File: src/rtl/cache_tag_match_pkg.sv
// Shared cache geometry, result record and address/way helper functions.
package cache_tag_match_pkg;

    localparam int CT_ADDR_W     = 32;
    localparam int CT_LINE_BYTES = 64;
    localparam int CT_WAYS       = 4;
    localparam int CT_SETS       = 64;
    localparam int CT_OFS_W      = $clog2(CT_LINE_BYTES);
    localparam int CT_IDX_W      = $clog2(CT_SETS);
    localparam int CT_TAG_W      = CT_ADDR_W - CT_IDX_W - CT_OFS_W;
    localparam int CT_WAY_IW     = $clog2(CT_WAYS);

    // One tag-lookup result as held in the result FIFO.
    typedef struct packed {
        logic [CT_ADDR_W-1:0] addr;
        logic [CT_WAYS-1:0]   way_sel;
        logic                 hit;
        logic [CT_WAYS-1:0]   victim;
        logic                 multi_hit;
    } ct_rsp_t;

    function automatic logic [CT_IDX_W-1:0] addr_idx(input logic [CT_ADDR_W-1:0] a);
        return a[CT_OFS_W +: CT_IDX_W];
    endfunction

    function automatic logic [CT_TAG_W-1:0] addr_tag(input logic [CT_ADDR_W-1:0] a);
        return a[CT_ADDR_W-1 -: CT_TAG_W];
    endfunction

    // Index of the set bit of a one-hot way vector (0 for an all-zero vector).
    function automatic logic [CT_WAY_IW-1:0] onehot_to_idx(input logic [CT_WAYS-1:0] oh);
        logic [CT_WAY_IW-1:0] r;
        r = '0;
        for (int i = 0; i < CT_WAYS; i++) begin
            if (oh[i]) r = r | CT_WAY_IW'(i);
        end
        return r;
    endfunction

endpackage

File: src/rtl/cache_tag_match_plru_tree.sv
// Per-set tree pseudo-LRU: WAYS-1 heap-ordered bits per set (node 0 = root,
// children 2n+1 / 2n+2). A 0 bit steers the victim into the lower-index half.
module cache_plru_tree
    import cache_tag_match_pkg::*;
#(
    parameter int WAYS = CT_WAYS,
    parameter int SETS = CT_SETS
) (
    input  logic                    i_clk,
    input  logic                    i_rst_n,
    input  logic [$clog2(SETS)-1:0] i_idx,
    output logic [WAYS-1:0]         o_victim,
    input  logic                    i_touch,
    input  logic [WAYS-1:0]         i_touch_way
);

    localparam int LVLS = $clog2(WAYS);

    logic [SETS-1:0][WAYS-2:0] r_bits;
    logic [WAYS-2:0]           w_cur;
    logic [WAYS-2:0]           w_nxt;
    logic [LVLS-1:0]           w_vic_idx;
    logic [LVLS-1:0]           w_tch_idx;

    assign w_cur     = r_bits[i_idx];
    assign w_tch_idx = onehot_to_idx(i_touch_way);

    // Walk root to leaf following the stored bits; the path spells the victim index MSB-first.
    always_comb begin
        int n;
        n         = 0;
        w_vic_idx = '0;
        o_victim  = '0;
        for (int l = 0; l < LVLS; l++) begin
            w_vic_idx[LVLS-1-l] = w_cur[n];
            n = 2 * n + 1 + int'(w_cur[n]);
        end
        o_victim[w_vic_idx] = 1'b1;
    end

    // Along the touched way's path, point every node at the other half.
    always_comb begin
        int n;
        n     = 0;
        w_nxt = w_cur;
        for (int l = 0; l < LVLS; l++) begin
            w_nxt[n] = ~w_tch_idx[LVLS-1-l];
            n = 2 * n + 1 + int'(w_tch_idx[LVLS-1-l]);
        end
    end

    // Per-set state; only the looked-up set is rewritten on a touch.
    always_ff @(posedge i_clk or negedge i_rst_n) begin
        if (!i_rst_n) begin
            r_bits <= '0;
        end else if (i_touch) begin
            r_bits[i_idx] <= w_nxt;
        end
    end

endmodule

File: src/rtl/cache_tag_match.sv
// Tag-lookup stage: issue tag read, compare returned tags one cycle later,
// pick a victim, and queue the result in a 2-entry FIFO ahead of the data mux.
module cache_tag_match
    import cache_tag_match_pkg::*;
#(
    parameter int ADDR_W          = CT_ADDR_W,
    parameter int LINE_SIZE_BYTES = CT_LINE_BYTES,
    parameter int WAYS            = CT_WAYS,
    parameter int SETS            = CT_SETS
) (
    input  logic                                                        i_clk,
    input  logic                                                        i_rst_n,
    input  logic                                                        i_req_valid,
    output logic                                                        o_req_ready,
    input  logic [ADDR_W-1:0]                                           i_req_addr,
    output logic                                                        o_tag_rd_en,
    output logic [$clog2(SETS)-1:0]                                     o_tag_rd_idx,
    input  logic [WAYS*(ADDR_W-$clog2(SETS)-$clog2(LINE_SIZE_BYTES))-1:0] i_tag_rd_tag,
    input  logic [WAYS-1:0]                                             i_tag_rd_vld,
    output logic                                                        o_rsp_valid,
    input  logic                                                        i_rsp_ready,
    output logic [ADDR_W-1:0]                                           o_rsp_addr,
    output logic [WAYS-1:0]                                             o_rsp_way_sel,
    output logic                                                        o_rsp_hit,
    output logic [WAYS-1:0]                                             o_rsp_victim,
    output logic                                                        o_rsp_multi_hit
);

    localparam int OFS_W = $clog2(LINE_SIZE_BYTES);
    localparam int IDX_W = $clog2(SETS);
    localparam int TAG_W = ADDR_W - IDX_W - OFS_W;

    logic              r_s1_pend;
    logic [ADDR_W-1:0] r_s1_addr;
    ct_rsp_t           r_mem [2];
    logic              r_wptr;
    logic              r_rptr;
    logic [1:0]        r_cnt;

    logic              w_acc;
    logic              w_pop;
    logic              w_push;
    logic [2:0]        w_occ;
    logic [TAG_W-1:0]  w_req_tag;
    logic [WAYS-1:0]   w_match;
    logic [WAYS-1:0]   w_sel;
    logic              w_hit;
    logic              w_multi;
    logic [WAYS-1:0]   w_inv;
    logic [WAYS-1:0]   w_inv_low;
    logic [WAYS-1:0]   w_plru_vic;
    logic [WAYS-1:0]   w_victim;
    logic [WAYS-1:0]   w_touch_way;
    ct_rsp_t           w_res;
    ct_rsp_t           w_head;

    // Credit: S1 always pushes unconditionally because tag data is gone after one
    // cycle, so an accept is only allowed if the FIFO can absorb it one cycle later.
    assign w_pop       = o_rsp_valid && i_rsp_ready;
    assign w_occ       = {1'b0, r_cnt} + {2'b00, r_s1_pend} - {2'b00, w_pop};
    assign o_req_ready = (w_occ < 3'd2);
    assign w_acc       = i_req_valid && o_req_ready;
    assign o_tag_rd_en = w_acc;
    assign o_tag_rd_idx = i_req_addr[OFS_W +: IDX_W];

    // Stage 1 holds the accepted address while the tag array returns data.
    always_ff @(posedge i_clk or negedge i_rst_n) begin
        if (!i_rst_n) begin
            r_s1_pend <= 1'b0;
            r_s1_addr <= '0;
        end else begin
            r_s1_pend <= w_acc;
            if (w_acc) r_s1_addr <= i_req_addr;
        end
    end

    assign w_req_tag = addr_tag(r_s1_addr);

    for (genvar w = 0; w < WAYS; w++) begin : g_way
        assign w_match[w] = i_tag_rd_vld[w] && (i_tag_rd_tag[w*TAG_W +: TAG_W] == w_req_tag);
    end

    // Lowest-set-bit isolation gives both the hit way and the lowest invalid way.
    assign w_sel       = w_match & (~w_match + WAYS'(1));
    assign w_hit       = |w_match;
    assign w_multi     = |(w_match & (w_match - WAYS'(1)));
    assign w_inv       = ~i_tag_rd_vld;
    assign w_inv_low   = w_inv & (~w_inv + WAYS'(1));
    assign w_victim    = (|w_inv) ? w_inv_low : w_plru_vic;
    assign w_touch_way = w_hit ? w_sel : w_victim;
    assign w_push      = r_s1_pend;

    cache_plru_tree #(
        .WAYS (WAYS),
        .SETS (SETS)
    ) u_plru (
        .i_clk       (i_clk),
        .i_rst_n     (i_rst_n),
        .i_idx       (addr_idx(r_s1_addr)),
        .o_victim    (w_plru_vic),
        .i_touch     (w_push),
        .i_touch_way (w_touch_way)
    );

    assign w_res.addr      = r_s1_addr;
    assign w_res.way_sel   = w_sel;
    assign w_res.hit       = w_hit;
    assign w_res.victim    = w_victim;
    assign w_res.multi_hit = w_multi;

    // Two-entry result FIFO; entries are zeroed on reset so idle outputs read 0.
    always_ff @(posedge i_clk or negedge i_rst_n) begin
        if (!i_rst_n) begin
            r_mem[0] <= '0;
            r_mem[1] <= '0;
            r_wptr   <= 1'b0;
            r_rptr   <= 1'b0;
            r_cnt    <= 2'd0;
        end else begin
            if (w_push) begin
                r_mem[r_wptr] <= w_res;
                r_wptr        <= ~r_wptr;
            end
            if (w_pop) r_rptr <= ~r_rptr;
            r_cnt <= r_cnt + {1'b0, w_push} - {1'b0, w_pop};
        end
    end

    assign w_head          = r_mem[r_rptr];
    assign o_rsp_valid     = (r_cnt != 2'd0);
    assign o_rsp_addr      = w_head.addr;
    assign o_rsp_way_sel   = w_head.way_sel;
    assign o_rsp_hit       = w_head.hit;
    assign o_rsp_victim    = w_head.victim;
    assign o_rsp_multi_hit = w_head.multi_hit;

    a_no_overflow: assert property (@(posedge i_clk) disable iff (!i_rst_n)
        (w_push && r_cnt == 2'd2) |-> w_pop);
    a_sel_onehot0: assert property (@(posedge i_clk) disable iff (!i_rst_n)
        $onehot0(o_rsp_way_sel));
    a_sel_vs_hit: assert property (@(posedge i_clk) disable iff (!i_rst_n)
        (o_rsp_way_sel == '0) == !o_rsp_hit);

endmodule

File: config.mk
export PLATFORM = sky130hd
export DESIGN_NAME = cache_tag_match
export DESIGN_NICKNAME = d
export VERILOG_FILES = /design/src/rtl/cache_tag_match_pkg.sv /design/src/rtl/cache_tag_match_plru_tree.sv /design/src/rtl/cache_tag_match.sv
export SDC_FILE = /design/constraint.sdc
export NUM_CORES = 1
export LEC_CHECK = 0
export ABC_AREA = 1
export ABC_CLOCK_PERIOD_IN_PS = 5100
export CAP_MARGIN = 20
export CORE_MARGIN = 5
export CORE_UTILIZATION = 25
export CTS_CLUSTER_SIZE = 24
export DETAILED_ROUTE_END_ITERATION = 8
export PLACE_DENSITY_LB_ADDON = 0.08
export SLEW_MARGIN = 20
export SYNTH_ARGS = -nofsm -noshare
export SYNTH_HDL_FRONTEND = slang
export SYNTH_HIERARCHICAL = 1
export SYNTH_SLANG_ARGS = --single-unit
File: constraint.sdc
create_clock -name i_clk -period 5.1 [get_ports i_clk]
set_input_delay 1.02 -clock i_clk [delete_from_list [all_inputs] [get_ports i_clk]]
set_output_delay 1.02 -clock i_clk [all_outputs]
set_load 0.01 [all_outputs]
==> results.md, run 1 <==
Synth:
- In the synthesized netlist, the number of instances is 2,373.
- The post-synthesis instance area is 16,600 sq um.
- The number of nets handed over by synthesis was approximately 2,500.
- The warning count from the yosys run is 6.
- The mean post-synth cell area is 6.98 sq um.

Clock network:
- In this run the deepest clock path goes through 3 buffers.
- The number of clock sinks is 313.
- TritonCTS built the clock tree.
- The count of hold buffers inserted by post-cts repair is 0.
- After clock tree synthesis, the clock-pin slew on the worst setup and hold paths is 0.05 ns.
- The number of H-tree levels is 2.
- The setup fix buffers added after clock tree synthesis is 0.
- The CTS root buffer is clkbuf_16.
- The clock latency reported for the late side of the worst-skew pair is 0.57 ns.
- After clock tree synthesis, the repair step resized 0 gates.
- Buffers inserted during clock tree synthesis total 41.

Die:
- The core area is 65,700 sq um.
- Once the floorplan was initialized, standard cells occupied 25.2% of the core.
- The width of the chip is 267 microns.
- Measured along the y axis, the die boundary spans 267 microns.
- The number of ports placed on the die boundary is 171.
- The total die area is 71,500 sq um.
- The number of placement rows is 94.

Worst setup path:
- The start of the worst register-to-register path is r_s1_addr[7].
- Among all stages on the critical path, the largest delay is contributed by clkdlybuf4s50_1.
- The number of buffers and inverters on the critical path is 5.
- Counting buffers and inverters, the worst setup path is 12 cells deep.
- At the worst endpoint, the required time is 4.08 ns.
- The end point of the critical path is o_tag_rd_en.
- The critical path goes through clkdlybuf4s50_1 -> nand2_1 -> inv_1 -> ha_1 -> inv_1 -> ha_1 -> fa_1 -> xnor2_1 -> nor2_1 -> nand2_1 -> inv_2 -> clkdlybuf4s50_1.
- Along the worst path, the maximum fanout reaches 2.
- The cell family contributing the most delay on the critical path is buffers and inverters.
- Measured in cells, the most critical reg-to-reg path has a length of 18.
- In this design, the stage delay of the slowest critical-path cell is 0.57 ns.
- The endpoint identified for the worst register-to-register timing path is u_plru/r_bits[28].
- STA classifies the critical path startpoint as an input pin.
- The category of the worst setup path capture point is an output pin.
- The setup check on the worst reg-to-reg path leaves a slack of 0.81 ns.
- By startpoint and endpoint, the worst setup path is classified as input pin to output pin.
- STA puts the critical path data arrival time at 3.50 ns.
- The start point of the critical path is i_rsp_ready.

Power:
- In this run, flip-flops and latches consume 32.1% of the power.
- IR analysis of the VDD net gives a maximum drop of 290 uV.
- Of the total power, the clock network draws 24.1%.
- The switching power is 5.39 mW.
- Dividing total power by cell area gives a power density of 606 nW/um^2.
- Net switching is around 43% of the power.
- The combinational power share is 43.8%.
- The design internal power is 7.16 mW.
- The reported leakage power is 10.3 nW.

Detailed routing:
- The via count is 15,200.
- The detail-routed via count per cell is between 4 and 5.
- Once detail routing completed, the nets flagged for antenna violations numbered 0.
- The final routed wirelength across all metal layers is 61,300 microns.
- After detailed routing, the number of remaining DRC violations is 0.
- The number of DRC violations after detailed-routing iteration 0 is roughly 1,100.
- After detailed routing, the average wire length per cell comes to 18.0 microns.
- The length of the first detailed-routing pass in iterations is 6.

STA:
- The final sum of negative setup slack is 0 ns.
- In the finished design, the share of the clock period the worst path needs comes to between 80% and 90%.
- The maximum clock frequency is 221 MHz.
- The number of endpoints failing setup at the final stage is 0.
- The transition at the pin with the smallest max-transition slack is roughly 1.1 ns.
- The post-route minimum period is around 4.5 ns.
- For the final database, setup skew stands at 0.0312 ns.
- Setup repair after global routing left no endpoint under its margin.
- The count of final hold-check violations came to 0.
- In this run the tightest slew margin relative to its limit is 28.8%.
- The final max-slew violation count is 0.

Layout:
- The fraction of final layout cells with drive strength greater than 1 is 5.69%.
- The area growth from synthesis to layout is 24.9%.
- The final layout contains 2,641 nets.
- The total non-filler cell area in the finished layout is a little over 20,000 sq um.

Run:
- The max-capacitance violation count is 0.

GRT:
- Global routing consumed, on the met1 layer, 23.3% of the routing resources.
- For met2 alone, demand over resource in global routing was approximately 28%.
- The first global-routing pass estimated 92,600 microns of wire.
- The initial antenna violation count is 1.
- Across every metal layer, demand over resource in global routing totals 16.7%.
- The number of global-route vias before repair is 14,700.
- The largest net degree at the start of global routing is ~130.
- The met3 routing resource usage after global routing is about 2.3%.
- The layer with the highest usage after global routing is met2.
- The aggregate global routing overflow is 0.

Status:
- The flow ran to the end, and the final reports show no timing, DRC or antenna violations.

Placement:
- The number of buffers added on ports is 170.
- The total cell area at the placement stage is roughly 19,000 sq um.
- The placer's final routability congestion estimate is approximately 0.83.
- After legalization and detailed placement, the total HPWL measured 40,900 microns.

Worst hold path:
- The min-delay analysis places its worst path in the category register to register.
-- area by class of cell --
type                    count  area (sq um)
well taps                 864          1080
flip-flops and latches    313          7840
diodes                      1          2.50
repair buffers            203          2100
clock inverters            12           193
fillers                  7148         45100
inverters                 319          1200
multi-input cells        1640          7070
clock buffers              62          1210
-- worst min-delay path, delay by kind of cell, from the launching register on --
family           cells  cell delay, ns
DFF                  1            0.33
and+or+nand+nor      2            0.10
-- how the worst min path moves through the flow --
stage | slack (ns) | end | depth (start not counted) | from
floorplan | 0.44 | u_plru/r_bits[157] | 2 | u_plru/r_bits[157]
global placement | 0.46 | u_plru/r_bits[78] | 2 | u_plru/r_bits[78]
detailed placement | 0.46 | u_plru/r_bits[74] | 2 | u_plru/r_bits[74]
CTS | 0.47 | u_plru/r_bits[74] | 2 | u_plru/r_bits[74]
global route | 0.49 | u_plru/r_bits[135] | 2 | u_plru/r_bits[135]
finish | 0.47 | u_plru/r_bits[74] | 2 | u_plru/r_bits[74]
-- registers in the layout (all words and copies together), names as in the netlist --
signal / flops
r_s1_addr: 32
r_rptr: 1
r_mem: 84
r_wptr: 1
r_s1_pend: 1
u_plru/r_bits: 192
r_cnt: 2
-- placed cells by master, fill, tap and decap left out, types with 2 or more instances in the layout --
cell type and instances:
nand2_1 966, dfrtp_1 311, inv_1 296, o21ai_0 224
nand3_1 192, clkdlybuf4s50_1 169, nor2_1 140, clkbuf_16 43
inv_2 23, buf_4 21, o21ai_1 19, a21oi_1 15
xnor2_1 13, clkbuf_1 13, buf_12 12, nor2_2 11
nor3_1 9, o211ai_1 9, or2_1 8, clkbuf_8 6
nand3b_1 5, nand3_2 5, bufinv_16 5, clkinv_2 5
nand4_1 4, o22ai_1 3, xor2_1 3, nand2_2 3
nor2_4 2, nand3_4 2, ha_1 2
-- power groups by stage --
stage | clock network [mW] | logic [mW] | registers [mW]
2_1_floorplan | 0 | 3.28 | 3.84
3_3_place_gp | 0 | 5.57 | 4.05
3_5_place_dp | 0 | 5.59 | 4.05
4_1_cts | 3.14 | 5.61 | 4.02
5_1_grt | 3.23 | 6.18 | 4.14
6_report | 3.03 | 5.50 | 4.02
-- metrics by stage --
step	instances	hold slack (ns)	power [mW]	utilization, %	setup slack (ns)
after global routing	3414	0.490	13.5	31.5	0.456
final	3414	0.470	12.5	31.5	0.578
after detailed placement	3339	0.460	9.65	29.3	0.558
after floorplan	2373	0.442	7.13	-	1.30
after CTS	3413	0.475	12.8	31.5	0.540
after global placement	3339	0.461	9.62	29.3	0.530
-- metal layers --
layer	routed length, microns	vias up
li1	-	7594
met1	28300	7189
met2	29000	336
met3	2740	78
met4	1240	0
met5	0	-
(Power assumes the default switching activity.)
==> run 2, diff against run 1 <==
CORE_ASPECT_RATIO = 1.4   (was default)
REMOVE_ABC_BUFFERS = 1   (was default)
==> run 2 against run 1 <==
Total power shrank 2.5%. Sequential cell count did not move. First-iteration DRC count fell by 1.7%. Highest routed layer unchanged.
==> results.md, run 2 (synthesis results as in run 1) <==
Status:
- The run finished with clean final reports.

Detailed routing:
- The remaining routing DRC violations was 0 (unchanged).
- The via count came to 15,300 (+0.49%).
- The final routed wirelength across all metal layers is 61,500 microns (+0.28%).
- The number of DRC violations after detailed-routing iteration 0 came to 1,071 (-1.7%).
- The remaining antenna violation count after routing is 0 (unchanged).
- The length of the first detailed-routing pass in iterations is 5 (-1).
- The detail-routed via count per cell is 4.51 (+1.3%).
- The average detailed-routed wire length per instance was 18.2 microns (+1.1%).

Clock network:
- TritonCTS built the clock tree.
- The number of buffers inserted during clock tree synthesis is 37 (-9.8%).
- The clock latency reported for the late side of the worst-skew pair is 0.56 ns (about the same).
- The setup fix buffers added after clock tree synthesis came to 0 (unchanged).
- The tree is rooted in a clkbuf_16.
- The post-cts gate resize count came to 0 (unchanged).
- The clock-pin slew on the worst setup and hold paths is 0.06 ns (about the same).
- The count of hold buffers inserted by post-cts repair is 0 (unchanged).
- The number of clock sinks is 313 (unchanged).
- The number of H-tree levels is 2 (unchanged).
- The worst-case clock buffer depth was 3 (unchanged).

Power:
- The design internal power is 6.84 mW (-4.4%).
- The reported leakage power is 10.2 nW (-0.83%).
- The total power of the final layout was 12.2 mW (-2.5%).
- The part of the power in the clock network came to 22.7% (-1.4 points).
- The switching power is 5.39 mW (about the same).
- The switching part of the total is 44.1% (+1.1 points).
- The total power per unit cell area is 597 nW/um^2 (-1.5%).
- The combinational power share is 43.8% (about the same).
- The worst vdd rail ir drop is 470 uV (+62%).
- The register share of total power is 33.5% (+1.4 points).

STA:
- The share of the cycle needed by the critical path after routing is 86.7% (-1.9 points).
- The number of endpoints failing setup at the final stage is 0 (unchanged).
- The max-slew headroom at the worst pin is 32.3% (+3.4 points).
- The setup slack of the critical path after layout was 0.676 ns (+0.0984 ns).
- The final max-slew violation count is 0 (unchanged).
- The maximum clock frequency came to 226 MHz (+2.2%).
- The post-route minimum period came to 4.42 ns (-0.0984 ns).
- Setup repair after global routing left no endpoint under its margin.
- The clock tree skew after final layout is 0.0329 ns (+0.00169 ns).
- The transition at the pin with the smallest max-transition slack was 1.01 ns (-0.0529 ns).
- The count of final hold-check violations was 0 (unchanged).

Die:
- The initial standard-cell utilization of the core is 25.3% (+0.074 points).
- The total die area is 71,600 sq um (about the same).
- The width of the chip was 228 microns (-15%).
- The number of placement rows is 111 (+18%).
- The core area is 65,600 sq um (-0.29%).
- The vertical die dimension is 315 microns (+18%).
- The number of ports placed on the die boundary is 171 (unchanged).

GRT:
- The initial antenna violation count is 1 (unchanged).
- The aggregate global routing overflow is 0 (unchanged).
- The global router's overall resource usage came to 16.9% (+0.19 points).
- The global-route met2 utilization is 29.6% (+1.9 points).
- The number of global-route vias before repair was 15,400 (+5.1%).
- The global routing usage on met1 was 21.4% (-1.9 points).
- The wire length of the first global-routing pass was 94,000 microns (+1.6%).
- The largest net degree at the start of global routing is 100 (-20%).
- After global routing, the most crowded layer is met2.
- The met3 routing resource usage after global routing is 2.43% (+0.13 points).

Layout:
- The most common library cell in the layout ignoring fill and taps is nand2_1.
- The largest registers in the layout are u_plru/r_bits: 192 flops, r_mem: 84 flops, r_s1_addr: 32 flops.
- The synthesis-to-finish area growth is 23.7%.
- The final cell count without fillers is 3,386 (-0.82%).
- The count of inserted antenna diode cells is 0 (-1).
- The number of nets in the final layout is 2,635 (-0.23%).
- The number of filler instances in the final layout is 7,126 (-0.31%).
- In the layout the commonest cells are nand2_1 (966), dfrtp_1 (311), inv_1 (296).
- The register with the most flip-flops is u_plru/r_bits.
- The flip-flop count of the largest register after layout is 192 (unchanged).
- The fraction of final layout cells with drive strength greater than 1 is 5.51% (-0.17 points).

Worst setup path:
- The endpoint required time on the critical path is 4.08 ns (about the same).
- The category of the worst setup path capture point is an output pin.
- The signal arrival time at the worst endpoint is 3.40 ns (-0.10 ns).
- The length in cells of the worst reg-to-reg path is 17 (-1).
- The largest fanout on the critical path is 2 (unchanged).
- STA classifies the critical path startpoint as an input pin.
- The setup path with the least slack is of type input pin to output pin.

Placement:
- The placement-stage worst setup slack came to 0.663 ns (+0.106 ns).
- The detailed placement HPWL is 41,600 microns (+1.5%).
- The number of buffers added on ports is 170 (unchanged).
- The number of instances in the placed design is 3,320 (-0.57%).
- The placer's final routability congestion estimate was 0.875 (+5.6%).

Worst hold path:
- The tightest min-delay check is of the register to register type.
- The hold path depth is 2 (unchanged).

Run:
- The max-capacitance violation count is 0 (unchanged).
-- run 2: critical path: stages --
cell and delay [ns]:
clkdlybuf4s50_1 0.40, nand2_1 0.10, inv_1 0.05, ha_1 0.26, inv_1 0.04, ha_1 0.18, fa_1 0.38, xnor2_1 0.13
nor2_1 0.13, nand2_1 0.10, inv_2 0.09, clkdlybuf4s50_1 0.53
-- run 2: power groups by stage --
stage                     combinational (mW)  clock (mW)  sequential, mW
after global routing                    6.03        2.97            4.22
after CTS                               5.49        2.89            4.10
after detailed placement                5.47           0            4.13
after floorplan                         2.90           0            3.97
final                                   5.36        2.78            4.10
after global placement                  5.45           0            4.13
-- run 2: final timing paths --
path / start / endpoint / slack (ns)
max: i_rsp_ready / o_tag_rd_en / 0.68
min: u_plru/r_bits[128] / u_plru/r_bits[128] / 0.47
max reg2reg: r_s1_addr[7] / u_plru/r_bits[21] / 0.90
min reg2reg: u_plru/r_bits[128] / u_plru/r_bits[128] / 0.47
max in group asynchronous: i_rst_n / r_s1_addr[14] / 3.52
min in group asynchronous: i_rst_n / r_mem[11] / 0.49
-- run 2: area by class of cell --
cell class                      count  area (sq um)  share of cell area [%]
Tap cell                          847          1060                    5.17
Multi-Input combinational cell   1640          7070                    34.5
Clock buffer                       51          1040                    5.07
Sequential cell                   313          7840                    38.3
Timing Repair Buffer              201          2080                    10.1
Clock inverter                     15           205                    1.00
Inverter                          319          1200                    5.85
-- run 2: per-layer routing --
metal	vias up	part of all wire (%)	wire length [microns]
li1	7573	-	-
met4	0	3.4	2110
met1	7213	44	26800
met3	90	4.7	2920
met5	-	0	0
met2	396	48	29700
-- run 2: metrics by stage --
step / cell area, sq um / hold WS, ns / utilization, % / setup TNS (ns)
after global routing: 20500 / 0.490 / 31.2 / 0
final: 20500 / 0.474 / 31.2 / 0
after CTS: 20500 / 0.477 / 31.2 / 0
after detailed placement: 19200 / 0.458 / 29.3 / 0
after floorplan: 16100 / 0.442 / - / -265.65
after global placement: 19200 / 0.459 / 29.3 / 0
==> run 3, diff against run 2 <==
TNS_END_PERCENT = 10   (was default)
==> results of run 3 <==
The final DEF is identical to that of run 2; final timing and power are the same.
